### src/rtl/me_pkg.sv
`default_nettype none
// ============================================================================
// Module   : me_pkg
// Brief    : Shared types and constants for the SAD motion-search scheduler.
// Revision : 1.0 - initial release
// ============================================================================
package me_pkg;

    localparam int c_pixels_in_batch = 16;
    localparam int c_bit_depth       = 8;
    localparam int c_block_pixels    = 64;
    localparam int c_search_rows     = 16;
    localparam int c_psad_bits       = 14;

    localparam int c_pix_aw  = $clog2(c_block_pixels);
    localparam int c_row_aw  = $clog2(c_search_rows);
    localparam int c_lane_aw = $clog2(c_pixels_in_batch);

    typedef enum logic [2:0] {
        IDLE = 3'd0,
        LOAD = 3'd1,
        ACC  = 3'd2,
        CMP  = 3'd3,
        DONE = 3'd4
    } state_t;

    // Narrowest lane width that can hold a full-block SAD without wrapping.
    function automatic int psad_min_bits(input int bit_depth, input int block_pixels);
        return bit_depth + $clog2(block_pixels);
    endfunction

endpackage
`default_nettype wire

### src/rtl/me_min_tracker.sv
`default_nettype none
// ============================================================================
// Module   : me_min_tracker
// Brief    : Sequential compare-and-hold of the smallest SAD and its vector.
// Revision : 1.0 - initial release
// ============================================================================
module me_min_tracker #(
    parameter int PSAD_BITS = 14,
    parameter int ROW_W     = 4,
    parameter int COL_W     = 4
) (
    input  logic                 clk,
    input  logic                 rst,
    input  logic                 clear,
    input  logic                 update_en,
    input  logic [PSAD_BITS-1:0] cand_sad,
    input  logic [ROW_W-1:0]     cand_row,
    input  logic [COL_W-1:0]     cand_col,
    output logic [PSAD_BITS-1:0] best_sad,
    output logic [ROW_W-1:0]     best_row,
    output logic [COL_W-1:0]     best_col
);

    // Strict less-than keeps the earliest candidate on ties.
    always_ff @(posedge clk) begin
        if (rst) begin
            best_sad <= '0;
            best_row <= '0;
            best_col <= '0;
        end else if (clear) begin
            best_sad <= '1;
            best_row <= '0;
            best_col <= '0;
        end else if (update_en && (cand_sad < best_sad)) begin
            best_sad <= cand_sad;
            best_row <= cand_row;
            best_col <= cand_col;
        end
    end

endmodule
`default_nettype wire

### src/rtl/me_sad_scheduler.sv
`default_nettype none
// ============================================================================
// Module   : me_sad_scheduler
// Brief    : Full-search SAD sequencer: read addressing, PSAD accumulator and
//            minimum tracking around one external AD stage.
// Revision : 1.0 - initial release
// ============================================================================
module me_sad_scheduler
    import me_pkg::*;
#(
    parameter int PIXELS_IN_BATCH = c_pixels_in_batch,
    parameter int BIT_DEPTH       = c_bit_depth,
    parameter int BLOCK_PIXELS    = c_block_pixels,
    parameter int SEARCH_ROWS     = c_search_rows,
    parameter int PSAD_BITS       = c_psad_bits
) (
    input  logic                                 clk,
    input  logic                                 rst,
    input  logic                                 start,
    output logic                                 busy,
    output logic                                 done,
    output logic                                 rd_en,
    output logic [$clog2(BLOCK_PIXELS)-1:0]      cur_addr,
    output logic [$clog2(SEARCH_ROWS)-1:0]       ref_row,
    output logic [$clog2(BLOCK_PIXELS)-1:0]      ref_pix,
    output logic [PSAD_BITS*PIXELS_IN_BATCH-1:0] psad_to_ad,
    input  logic [PSAD_BITS*PIXELS_IN_BATCH-1:0] psad_from_ad,
    output logic [PSAD_BITS-1:0]                 best_sad,
    output logic [$clog2(SEARCH_ROWS)-1:0]       best_row,
    output logic [$clog2(PIXELS_IN_BATCH)-1:0]   best_col
);

    localparam int PIX_AW  = $clog2(BLOCK_PIXELS);
    localparam int ROW_AW  = $clog2(SEARCH_ROWS);
    localparam int LANE_AW = $clog2(PIXELS_IN_BATCH);

    localparam logic [PIX_AW-1:0]  C_K_LAST   = PIX_AW'(BLOCK_PIXELS - 1);
    localparam logic [LANE_AW-1:0] C_C_LAST   = LANE_AW'(PIXELS_IN_BATCH - 1);
    localparam logic [ROW_AW-1:0]  C_ROW_LAST = ROW_AW'(SEARCH_ROWS - 1);

    state_t                               r_state;
    state_t                               w_next;
    logic [PIX_AW-1:0]                    r_k;
    logic [LANE_AW-1:0]                   r_c;
    logic [ROW_AW-1:0]                    r_row;
    logic [PSAD_BITS*PIXELS_IN_BATCH-1:0] r_acc;
    logic [PIX_AW-1:0]                    w_k_inc;
    logic                                 w_clear;
    logic [PSAD_BITS-1:0]                 w_lane [PIXELS_IN_BATCH];

    if (PSAD_BITS < psad_min_bits(BIT_DEPTH, BLOCK_PIXELS)) begin : g_psad_width_check
        $error("PSAD_BITS is too narrow for BIT_DEPTH and BLOCK_PIXELS");
    end

    for (genvar g = 0; g < PIXELS_IN_BATCH; g++) begin : g_lane
        assign w_lane[g] = r_acc[g*PSAD_BITS +: PSAD_BITS];
    end

    assign w_k_inc    = r_k + PIX_AW'(1);
    assign w_clear    = (r_state == IDLE) && start;
    assign psad_to_ad = r_acc;

    always_ff @(posedge clk) begin
        if (rst) begin
            r_state <= IDLE;
        end else begin
            r_state <= w_next;
        end
    end

    always_comb begin
        w_next = r_state;
        case (r_state)
            IDLE:    if (start) w_next = LOAD;
            LOAD:    w_next = ACC;
            ACC:     if (r_k == C_K_LAST) w_next = CMP;
            CMP:     if (r_c == C_C_LAST) w_next = (r_row == C_ROW_LAST) ? DONE : LOAD;
            DONE:    w_next = IDLE;
            default: w_next = IDLE;
        endcase
    end

    // Reads run one cycle ahead of the AD stage: LOAD fetches pixel 0, ACC k fetches k+1.
    always_comb begin
        busy     = 1'b0;
        done     = 1'b0;
        rd_en    = 1'b0;
        cur_addr = '0;
        ref_pix  = '0;
        ref_row  = '0;
        case (r_state)
            LOAD: begin
                busy    = 1'b1;
                rd_en   = 1'b1;
                ref_row = r_row;
            end
            ACC: begin
                busy     = 1'b1;
                rd_en    = (r_k != C_K_LAST);
                cur_addr = w_k_inc;
                ref_pix  = w_k_inc;
                ref_row  = r_row;
            end
            CMP:     busy = 1'b1;
            DONE:    done = 1'b1;
            default: ;
        endcase
    end

    always_ff @(posedge clk) begin
        if (rst) begin
            r_k   <= '0;
            r_c   <= '0;
            r_row <= '0;
            r_acc <= '0;
        end else begin
            case (r_state)
                IDLE: if (start) r_row <= '0;
                LOAD: begin
                    r_acc <= '0;
                    r_k   <= '0;
                end
                ACC: begin
                    r_acc <= psad_from_ad;
                    r_k   <= w_k_inc;
                    r_c   <= '0;
                end
                CMP: begin
                    r_c <= r_c + LANE_AW'(1);
                    if (r_c == C_C_LAST) r_row <= r_row + ROW_AW'(1);
                end
                default: ;
            endcase
        end
    end

    me_min_tracker #(
        .PSAD_BITS (PSAD_BITS),
        .ROW_W     (ROW_AW),
        .COL_W     (LANE_AW)
    ) u_min_tracker (
        .clk       (clk),
        .rst       (rst),
        .clear     (w_clear),
        .update_en (r_state == CMP),
        .cand_sad  (w_lane[r_c]),
        .cand_row  (r_row),
        .cand_col  (r_c),
        .best_sad  (best_sad),
        .best_row  (best_row),
        .best_col  (best_col)
    );

endmodule
`default_nettype wire

### config.mk
export PLATFORM = sky130hd
export DESIGN_NAME = me_sad_scheduler
export DESIGN_NICKNAME = d
export VERILOG_FILES = /design/src/rtl/me_pkg.sv /design/src/rtl/me_min_tracker.sv /design/src/rtl/me_sad_scheduler.sv
export SDC_FILE = /design/constraint.sdc
export NUM_CORES = 1
export LEC_CHECK = 0
export ABC_CLOCK_PERIOD_IN_PS = 6700
export BUFFER_PORTS_ARGS = -buffer_cell sky130_fd_sc_hd__buf_2
export CORE_AREA = 2 2 192 194
export DETAILED_ROUTE_END_ITERATION = 16
export DIE_AREA = 0 0 194 196
export PLACE_DENSITY = 0.64
export SETUP_SLACK_MARGIN = 0.2
export SLEW_MARGIN = 15
export SYNTH_ARGS = -nofsm -noshare
export SYNTH_HDL_FRONTEND = slang
export SYNTH_SLANG_ARGS = --single-unit
export TNS_END_PERCENT = 100
### constraint.sdc
create_clock -name clk -period 6.7 [get_ports clk]
set_input_delay 0.335 -clock clk [delete_from_list [all_inputs] [get_ports clk]]
set_output_delay 0.335 -clock clk [all_outputs]
set_load 0.01 [all_outputs]
==> summary.txt, run 1 <==
Synth
  – Synthesis warning total: 0
  – Mapped cell area: 0.0112 mm²
  – Syn nets: 1,353
  – Synthesis-stage register bit count: 263
  – Register area share after synthesis: 0.471
  – Post-synth ARST share: 0
  – Number of synthesized flops with an enable pin: 0
  – Distinct cells, synth: 45
  – Cells after synthesis: 1,110
  – Mean Syn Cell Area: 10.1 µm²
  – Main synth FF type: dfxtp_1

Global routing
  – M2 GR Usage: 0.430
  – GRT met3 Usage: 0.0316
  – Gr usage total: 0.246
  – Vias in the first global route: 10,640
  – Antenna violations before repair: 0
  – Peak-usage layer in the global routing report: met2
  – Largest net degree at the start of global routing: 139
  – Grt ovf: 0
  – First-pass GRT wire length: 70,500 µm
  – M1 GR Usage: 0.316

Routing
  – WL/cell: 23.4 µm
  – DRT iter0 DRCs: 889
  – Number of vias per cell: 5.31
  – Antenna-violating nets left: 0
  – Drt drc: 0
  – TritonRoute pass-1 iters: 5
  – Vias: 11,211
  – Drt total wl: 49,400 µm

Layout
  – Commonest cells after routing, fill and taps aside: buf_2, nor2_1, dfxtp_1
  – Post-route cell area: 0.0157 mm²
  – Most common cell after layout, fill and taps aside: buf_2
  – Layout cells sized above 1: 0.392
  – Fin nets: 1,862
  – Multi-input logic area: 0.00537 mm²
  – Filler instances: 3,529
  – Area Overhead vs Synth: 40.9%
  – Storage element area: 0.00527 mm²

STA
  – Worst Skew: 0.0274 ns
  – Final Cycle Share: 0.671
  – Slew headroom: 0.267
  – Slew @ Worst Pin: 1.10 ns
  – Setup violators final: 0
  – RSZ-0062 raised after global routing: no
  – Setup TNS Final: 0 ns
  – Max Slew Vio Count: 0
  – Fin crit period: 4.50 ns
  – Fmax: 222 MHz
  – Hold Vio Cnt, Final: 0

Placed design
  – Dpl cell area: 0.0139 mm²
  – Post-DP HPWL: 37,000 µm
  – Number of port buffers: 491
  – RD Place Congestion: 0.914

Clocking
  – Htree depth: 1
  – Clock buffer depth: 3
  – CTS tree: yes
  – Clock Latency Late Sink: 0.58 ns
  – Num CTS Buffers: 29
  – Root Buffer: clkbuf_16
  – CTS resizes: 0
  – Clock sinks: 263
  – Clock Pin Slew Worst Setup and Hold Paths: 0.06 ns

Floorplanning
  – Core ar.: 0.0361 mm²
  – Starting Density: 0.310
  – Die width: 194 µm
  – Num rows: 70
  – Io pins: 492
  – Die area: 0.0380 mm²
  – Die Height: 196 µm

Job
  – Max cap viols: 0

Setup path
  – Critical path arrival: 4.97 ns
  – Crit path required time: 7.17 ns
  – Nature of the critical path startpoint: flip-flop
  – CP max FO: 43
  – Crit path capture type: flip-flop
  – Critical path class: flip-flop to flip-flop

Pwr
  – Leak: 6.97 nW
  – Peak VDD IR: 0.193 mV
  – Psw: 1.51 mW
  – Clk network pwr share: 0.354
  – Combinational fraction of design power: 0.229
  – Flop pwr share: 0.417
  – Switching part of the total power: 0.328
  – Total power: 4.61 mW
  – P_int: 3.10 mW
  – Pwr dens: 293 mW/mm²

Hold path
  – Worst min path class: input pin to flip-flop

Run status
  – Status: finished clean
[synthesized netlist by cell type (2+ instances only)]
master / count / share of area
mux2i_1: 4 / 0.0036
clkbuf_1: 83 / 0.028
mux4_2: 69 / 0.14
nand3_1: 10 / 0.0045
nor4_1: 2 / 0.0011
nor2b_1: 5 / 0.0028
buf_6: 5 / 0.0050
a21o_1: 2 / 0.0013
a31oi_1: 2 / 0.0011
ha_1: 16 / 0.018
xnor2_1: 3 / 0.0024
inv_1: 18 / 0.0060
nand2b_1: 6 / 0.0034
buf_4: 6 / 0.0040
buf_2: 4 / 0.0018
a21oi_1: 15 / 0.0067
and2_1: 2 / 0.0011
a22oi_1: 224 / 0.15
nor3_1: 18 / 0.0081
dfxtp_1: 263 / 0.47
buf_1: 15 / 0.0050
o211ai_1: 4 / 0.0027
a211oi_2: 14 / 0.016
o21ai_1: 6 / 0.0027
nor2_1: 266 / 0.089
nand4_1: 3 / 0.0017
xor2_1: 3 / 0.0024
and3_1: 2 / 0.0011
nand2_1: 24 / 0.0081
[layer usage]
layer,vias up,routed length (µm)
met2,483,24700
met3,71,2780
met5,-,0
li1,5104,-
met4,0,1490
met1,5553,20400
[critical path, cell delays in order (launching register included)]
cell and delay (ns):
dfxtp_4 0.86, buf_4 0.48, mux4_2 0.57, mux4_2 0.50, ha_1 0.30, and3_1 0.19, a221oi_1 0.26, o21ai_1 0.10
buf_4 0.24, or2_1 0.44, buf_16 0.25, a211oi_2 0.18
[state kept, by name, summed over array words and instances, names as in the netlist]
| signal | count |
|---|---|
| r_c | 4 |
| u_min_tracker.best_row | 4 |
| u_min_tracker.best_sad | 14 |
| u_min_tracker.best_col | 4 |
| psad_to_ad | 224 |
| r_row | 4 |
| r_k | 6 |
| r_state | 3 |
[power groups by stage]
stage          clock, mW  combinational, mW  sequential [mW]
3_5_place_dp           0               1.01             1.95
3_3_place_gp           0              0.995             1.96
2_1_floorplan          0              0.608             1.89
6_report            1.63               1.06             1.92
4_1_cts             1.67               1.05             1.92
5_1_grt             1.72               1.15             1.93
[what timing repair did]
action / CTS / global route
hold buffers: 87 / 0
hold endpoints to repair: 87 / 0
setup endpoints to repair: 0 / 0
buffers inserted: 0 / 0
[stage by stage]
stage / utilization / worst slack [ns] / hold slack, ns / std cells
2_1_floorplan: - / 2.77 / 0.442 / 1110
3_3_place_gp: 0.384 / 2.10 / 0.443 / 1968
3_5_place_dp: 0.384 / 1.98 / 0.457 / 1968
4_1_cts: 0.435 / 1.97 / 0.000442 / 2108
5_1_grt: 0.436 / 1.90 / 0.0165 / 2109
6_report: 0.436 / 2.20 / 0.0169 / 2110
[cell type report]
cell class,instances,share of cell area
Sequential cell,263,0.335
Clock buffer,37,0.0518
Clock inverter,16,0.0103
Tap cell,468,0.0372
Antenna cell,1,0.000159
Inverter,18,0.00429
Timing Repair Buffer,591,0.220
Multi-Input combinational cell,716,0.341
[worst paths after layout]
path | from | endpoint | slack (ns) | depth (start not counted)
setup / recovery | r_c[0]$_SDFFE_PP0P_ | u_min_tracker.best_sad[8]$_SDFFE_PP0P_ | 2.20 | 11
hold / removal | psad_from_ad[70] | psad_to_ad[70]$_SDFFE_PP0N_ | 0.02 | 3
setup reg to reg | r_c[0]$_SDFFE_PP0P_ | u_min_tracker.best_sad[8]$_SDFFE_PP0P_ | 2.20 | 11
hold reg to reg | u_min_tracker.best_col[3]$_SDFFE_PP0P_ | u_min_tracker.best_col[3]$_SDFFE_PP0P_ | 0.46 | 2
[cell families (layout without fill, tap and decap cells)]
| kind of cell | count (synthesis) | in the layout | share of synthesized area |
|---|---|---|---|
| other | 0 | 1 | 0 |
| xor gates and xnor gates | 6 | 6 | 0.00470 |
| and+or+nand+nor | 344 | 344 | 0.125 |
| AOI/OAI and AO/OA | 277 | 277 | 0.189 |
| adders and majority gates | 16 | 16 | 0.0179 |
| muxes | 73 | 73 | 0.143 |
| DFF | 263 | 263 | 0.471 |
| buffers and inverters | 131 | 662 | 0.0498 |
Power figures use the tool's default switching activity.
==> inputs of run 2 (changes only) <==
--- a/config.mk
+++ b/config.mk
@@ -5,7 +5,7 @@
 export SDC_FILE = /design/constraint.sdc
 export NUM_CORES = 1
 export LEC_CHECK = 0
-export ABC_CLOCK_PERIOD_IN_PS = 6700
+export ABC_CLOCK_PERIOD_IN_PS = 4610
 export BUFFER_PORTS_ARGS = -buffer_cell sky130_fd_sc_hd__buf_2
 export CORE_AREA = 2 2 192 194
 export DETAILED_ROUTE_END_ITERATION = 16
==> constraint.sdc (replaced) <==
create_clock -name clk -period 4.61 [get_ports clk]
set_input_delay 0.2305 -clock clk [delete_from_list [all_inputs] [get_ports clk]]
set_output_delay 0.2305 -clock clk [all_outputs]
set_load 0.01 [all_outputs]
==> run 2 against run 1 <==
Against the previous run: die area is the same; critical path type unchanged; cell count up 6.7%; combinational power increased by 58%; clock power rose by 59%; wire length rose by 8.8%; setup slack got worse by 1.5 ns; clock skew down 0.017 ns; count of clock-buffer cells in the layout is 3 higher; sequential power grew 46%; fmax rose by 16%; final area up 9.8%; critical endpoint is now u_min_tracker.best_sad[3]$_SDFFE_PP0P_; critical path depth decreased by 1.
==> summary.txt, run 2 (synthesized netlist as in run 1, its figures left out) <==
Setup path
  – Nature of the critical path startpoint: flip-flop
  – CP max stage delay: 0.57 ns (-0.29 ns)
  – Critical-path top delay cell: or2_2
  – Critical path arrival: 4.33 ns (-0.64 ns)
  – CP max FO: 27 (-37%)
  – CP cell instances: buf_12, mux4_2, mux4_2, ha_1, a21oi_1, nor2_1, a2111oi_0, o21ai_1, or2_2, a211oi_2
  – Crit path capture type: flip-flop
  – R2r startpoint: r_c[0]$_SDFFE_PP0P_
  – CP most frequent cell: mux4_2
  – Reg2reg end: u_min_tracker.best_sad[3]$_SDFFE_PP0P_
  – Reg2reg path depth: 10 (-1)
  – R2r setup slk: 0.75 ns (-1.46 ns)
  – Crit path required time: 5.08 ns (-2.09 ns)
  – Critical path class: flip-flop to flip-flop

Floorplanning
  – Core ar.: 0.0361 mm² (unchanged)
  – Die Height: 196 µm (unchanged)
  – Die width: 194 µm (unchanged)
  – Die area: 0.0380 mm² (unchanged)
  – Io pins: 492 (unchanged)
  – Num rows: 70 (unchanged)
  – Starting Density: 0.310 (unchanged)

Routing
  – TritonRoute pass-1 iters: 7 (+2)
  – Drt total wl: 53,800 µm (+8.8%)
  – Vias: 11,926 (+6.4%)
  – WL/cell: 23.9 µm (+2.0%)
  – Antenna-violating nets left: 0 (unchanged)
  – Number of vias per cell: 5.30 (-0.29%)
  – DRT iter0 DRCs: 980 (+10%)
  – Drt drc: 0 (unchanged)

Layout
  – Fin nets: 2,003 (+7.6%)
  – Antenna cells: 0 (-1)
  – Multi-input logic area: 0.00537 mm² (unchanged)
  – Commonest cells after routing, fill and taps aside: buf_2, nor2_1, dfxtp_1
  – Layout cells sized above 1: 0.364 (-0.0285)
  – Most common cell after layout, fill and taps aside: buf_2
  – Storage element area: 0.00527 mm² (unchanged)
  – Filler instances: 3,306 (-6.3%)
  – Finished Layout Cells: 2,251 (+6.7%)
  – Area Overhead vs Synth: 54.7%
  – Max reg flops: 224 (unchanged)

Clocking
  – Root Buffer: clkbuf_16
  – Clock Latency Late Sink: 0.56 ns (-0.02 ns)
  – Clock buffer depth: 3 (unchanged)
  – Setup Fix Bufs, Post-CTS: 0 (unchanged)
  – Clock Pin Slew Worst Setup and Hold Paths: 0.06 ns (about the same)
  – CTS tree: yes
  – Clock sinks: 263 (unchanged)
  – CTS resizes: 0 (unchanged)
  – Htree depth: 1 (unchanged)
  – Num CTS Buffers: 30 (+3.4%)

Placed design
  – Placed insts: 1,972 (+0.20%)
  – RD Place Congestion: 0.920 (+0.58%)
  – Post-DP HPWL: 39,500 µm (+6.7%)
  – Number of port buffers: 491 (unchanged)
  – DP Worst Slack: 0.489 ns (-1.49 ns)

Pwr
  – Peak VDD IR: 0.272 mV (+41%)
  – Leak: 7.62 nW (+9.3%)
  – Pwr dens: 409 mW/mm² (+40%)

STA
  – Fmax: 259 MHz (+16%)
  – Setup TNS Final: 0 ns (unchanged)
  – Fin crit period: 3.86 ns (-0.631 ns)
  – Worst hold slack: 0.151 ns (+0.134 ns)
  – RSZ-0062 raised after global routing: no
  – Worst setup margin: 0.745 ns (-1.46 ns)
  – Max Slew Vio Count: 0 (unchanged)
  – Setup violators final: 0 (unchanged)
  – Hold Vio Cnt, Final: 0 (unchanged)
  – Final Cycle Share: 0.838 (+0.167)
  – Slew @ Worst Pin: 1.10 ns (-0.00107 ns)
  – Worst Skew: 0.0104 ns (-0.0171 ns)
  – Slew headroom: 0.265 (-0.00199)

Global routing
  – Vias in the first global route: 11,818 (+11%)
  – First-pass GRT wire length: 76,800 µm (+9.0%)
  – Largest net degree at the start of global routing: 130 (-6.5%)
  – Gr usage total: 0.269 (+0.0236)
  – Grt ovf: 0 (unchanged)
  – Antenna violations before repair: 2 (+2)

Job
  – Max cap viols: 0 (unchanged)

Run status
  – Status: finished clean

Hold path
  – Worst hold endpoint: r_row[0]$_SDFFE_PP0P_
  – Worst min path class: input pin to flip-flop
  – Hold path depth: 5 (+2)
  – Hold path start: start
## run 2: changes by cell type in the layout (fill, tap and decap cells not counted), moves of 2 or more
cell and change:
clkbuf_16 +3, bufinv_16 +3, inv_6 -2, buf_12 +5
dlygate4sd3_1 +137
## run 2: final cells by class
cell class                 count  share of cell area
clock buffer                  40              0.0510
inverter                      18             0.00391
clock inverter                15              0.0120
tap                          468              0.0339
sequential                   263               0.305
multi-input combinational    716               0.311
timing repair buffer         731               0.284
## run 2: report_power, final
part           total (mW)  switching [mW]  internal, mW
Clock                2.59           0.976          1.62
Combinational        1.67           0.926         0.743
Sequential           2.81           0.329          2.48
Total                7.07            2.23          4.84
## run 2: timing repair
action / in CTS / in global routing
hold buffers: 224 / 0
endpoints found under the hold margin: 224 / 0
setup endpoints to repair: 0 / 0
## run 2: how the worst max path moves through the flow
| stage | endpoint | depth (start not counted) | slack, ns | startpoint |
|---|---|---|---|---|
| after global placement | u_min_tracker.best_col[0]$_SDFFE_PP0P_ | 10 | 0.60 | r_c[0]$_SDFFE_PP0P_ |
| after CTS | u_min_tracker.best_col[1]$_SDFFE_PP0P_ | 10 | 0.46 | r_c[0]$_SDFFE_PP0P_ |
| after global routing | u_min_tracker.best_sad[3]$_SDFFE_PP0P_ | 10 | 0.52 | r_c[0]$_SDFFE_PP0P_ |
| after detailed placement | u_min_tracker.best_col[1]$_SDFFE_PP0P_ | 10 | 0.49 | r_c[0]$_SDFFE_PP0P_ |
| after floorplan | u_min_tracker.best_sad[0]$_SDFFE_PP0P_ | 14 | 0.68 | r_c[0]$_SDFFE_PP0P_ |
| final | u_min_tracker.best_sad[3]$_SDFFE_PP0P_ | 10 | 0.75 | r_c[0]$_SDFFE_PP0P_ |
## run 2: routing by layer
layer	wire, µm	up-vias	track usage	share of wire
li1	-	5393	-	-
met1	21400	5759	0.330	0.40
met2	26000	617	0.452	0.48
met3	3570	155	0.0538	0.066
met4	2780	2	0.136	0.052
met5	13	-	0	0.00024
## run 2: worst max-delay path: cells and delay by family, from the launching register on
kind / cells / cell delay [ns]
buf+inv: 1 / 0.27
simple gates: 2 / 0.63
flops: 1 / 0.54
mux: 2 / 1.04
fa+ha+maj: 1 / 0.32
compound gates: 4 / 0.93
## run 2: metrics by stage
stage	util	power (mW)	cell area, µm²
5_1_grt	0.479	7.35	17300
2_1_floorplan	-	3.63	11200
3_5_place_dp	0.387	4.35	14000
4_1_cts	0.479	7.09	17300
3_3_place_gp	0.387	4.35	14000
6_report	0.479	7.07	17300
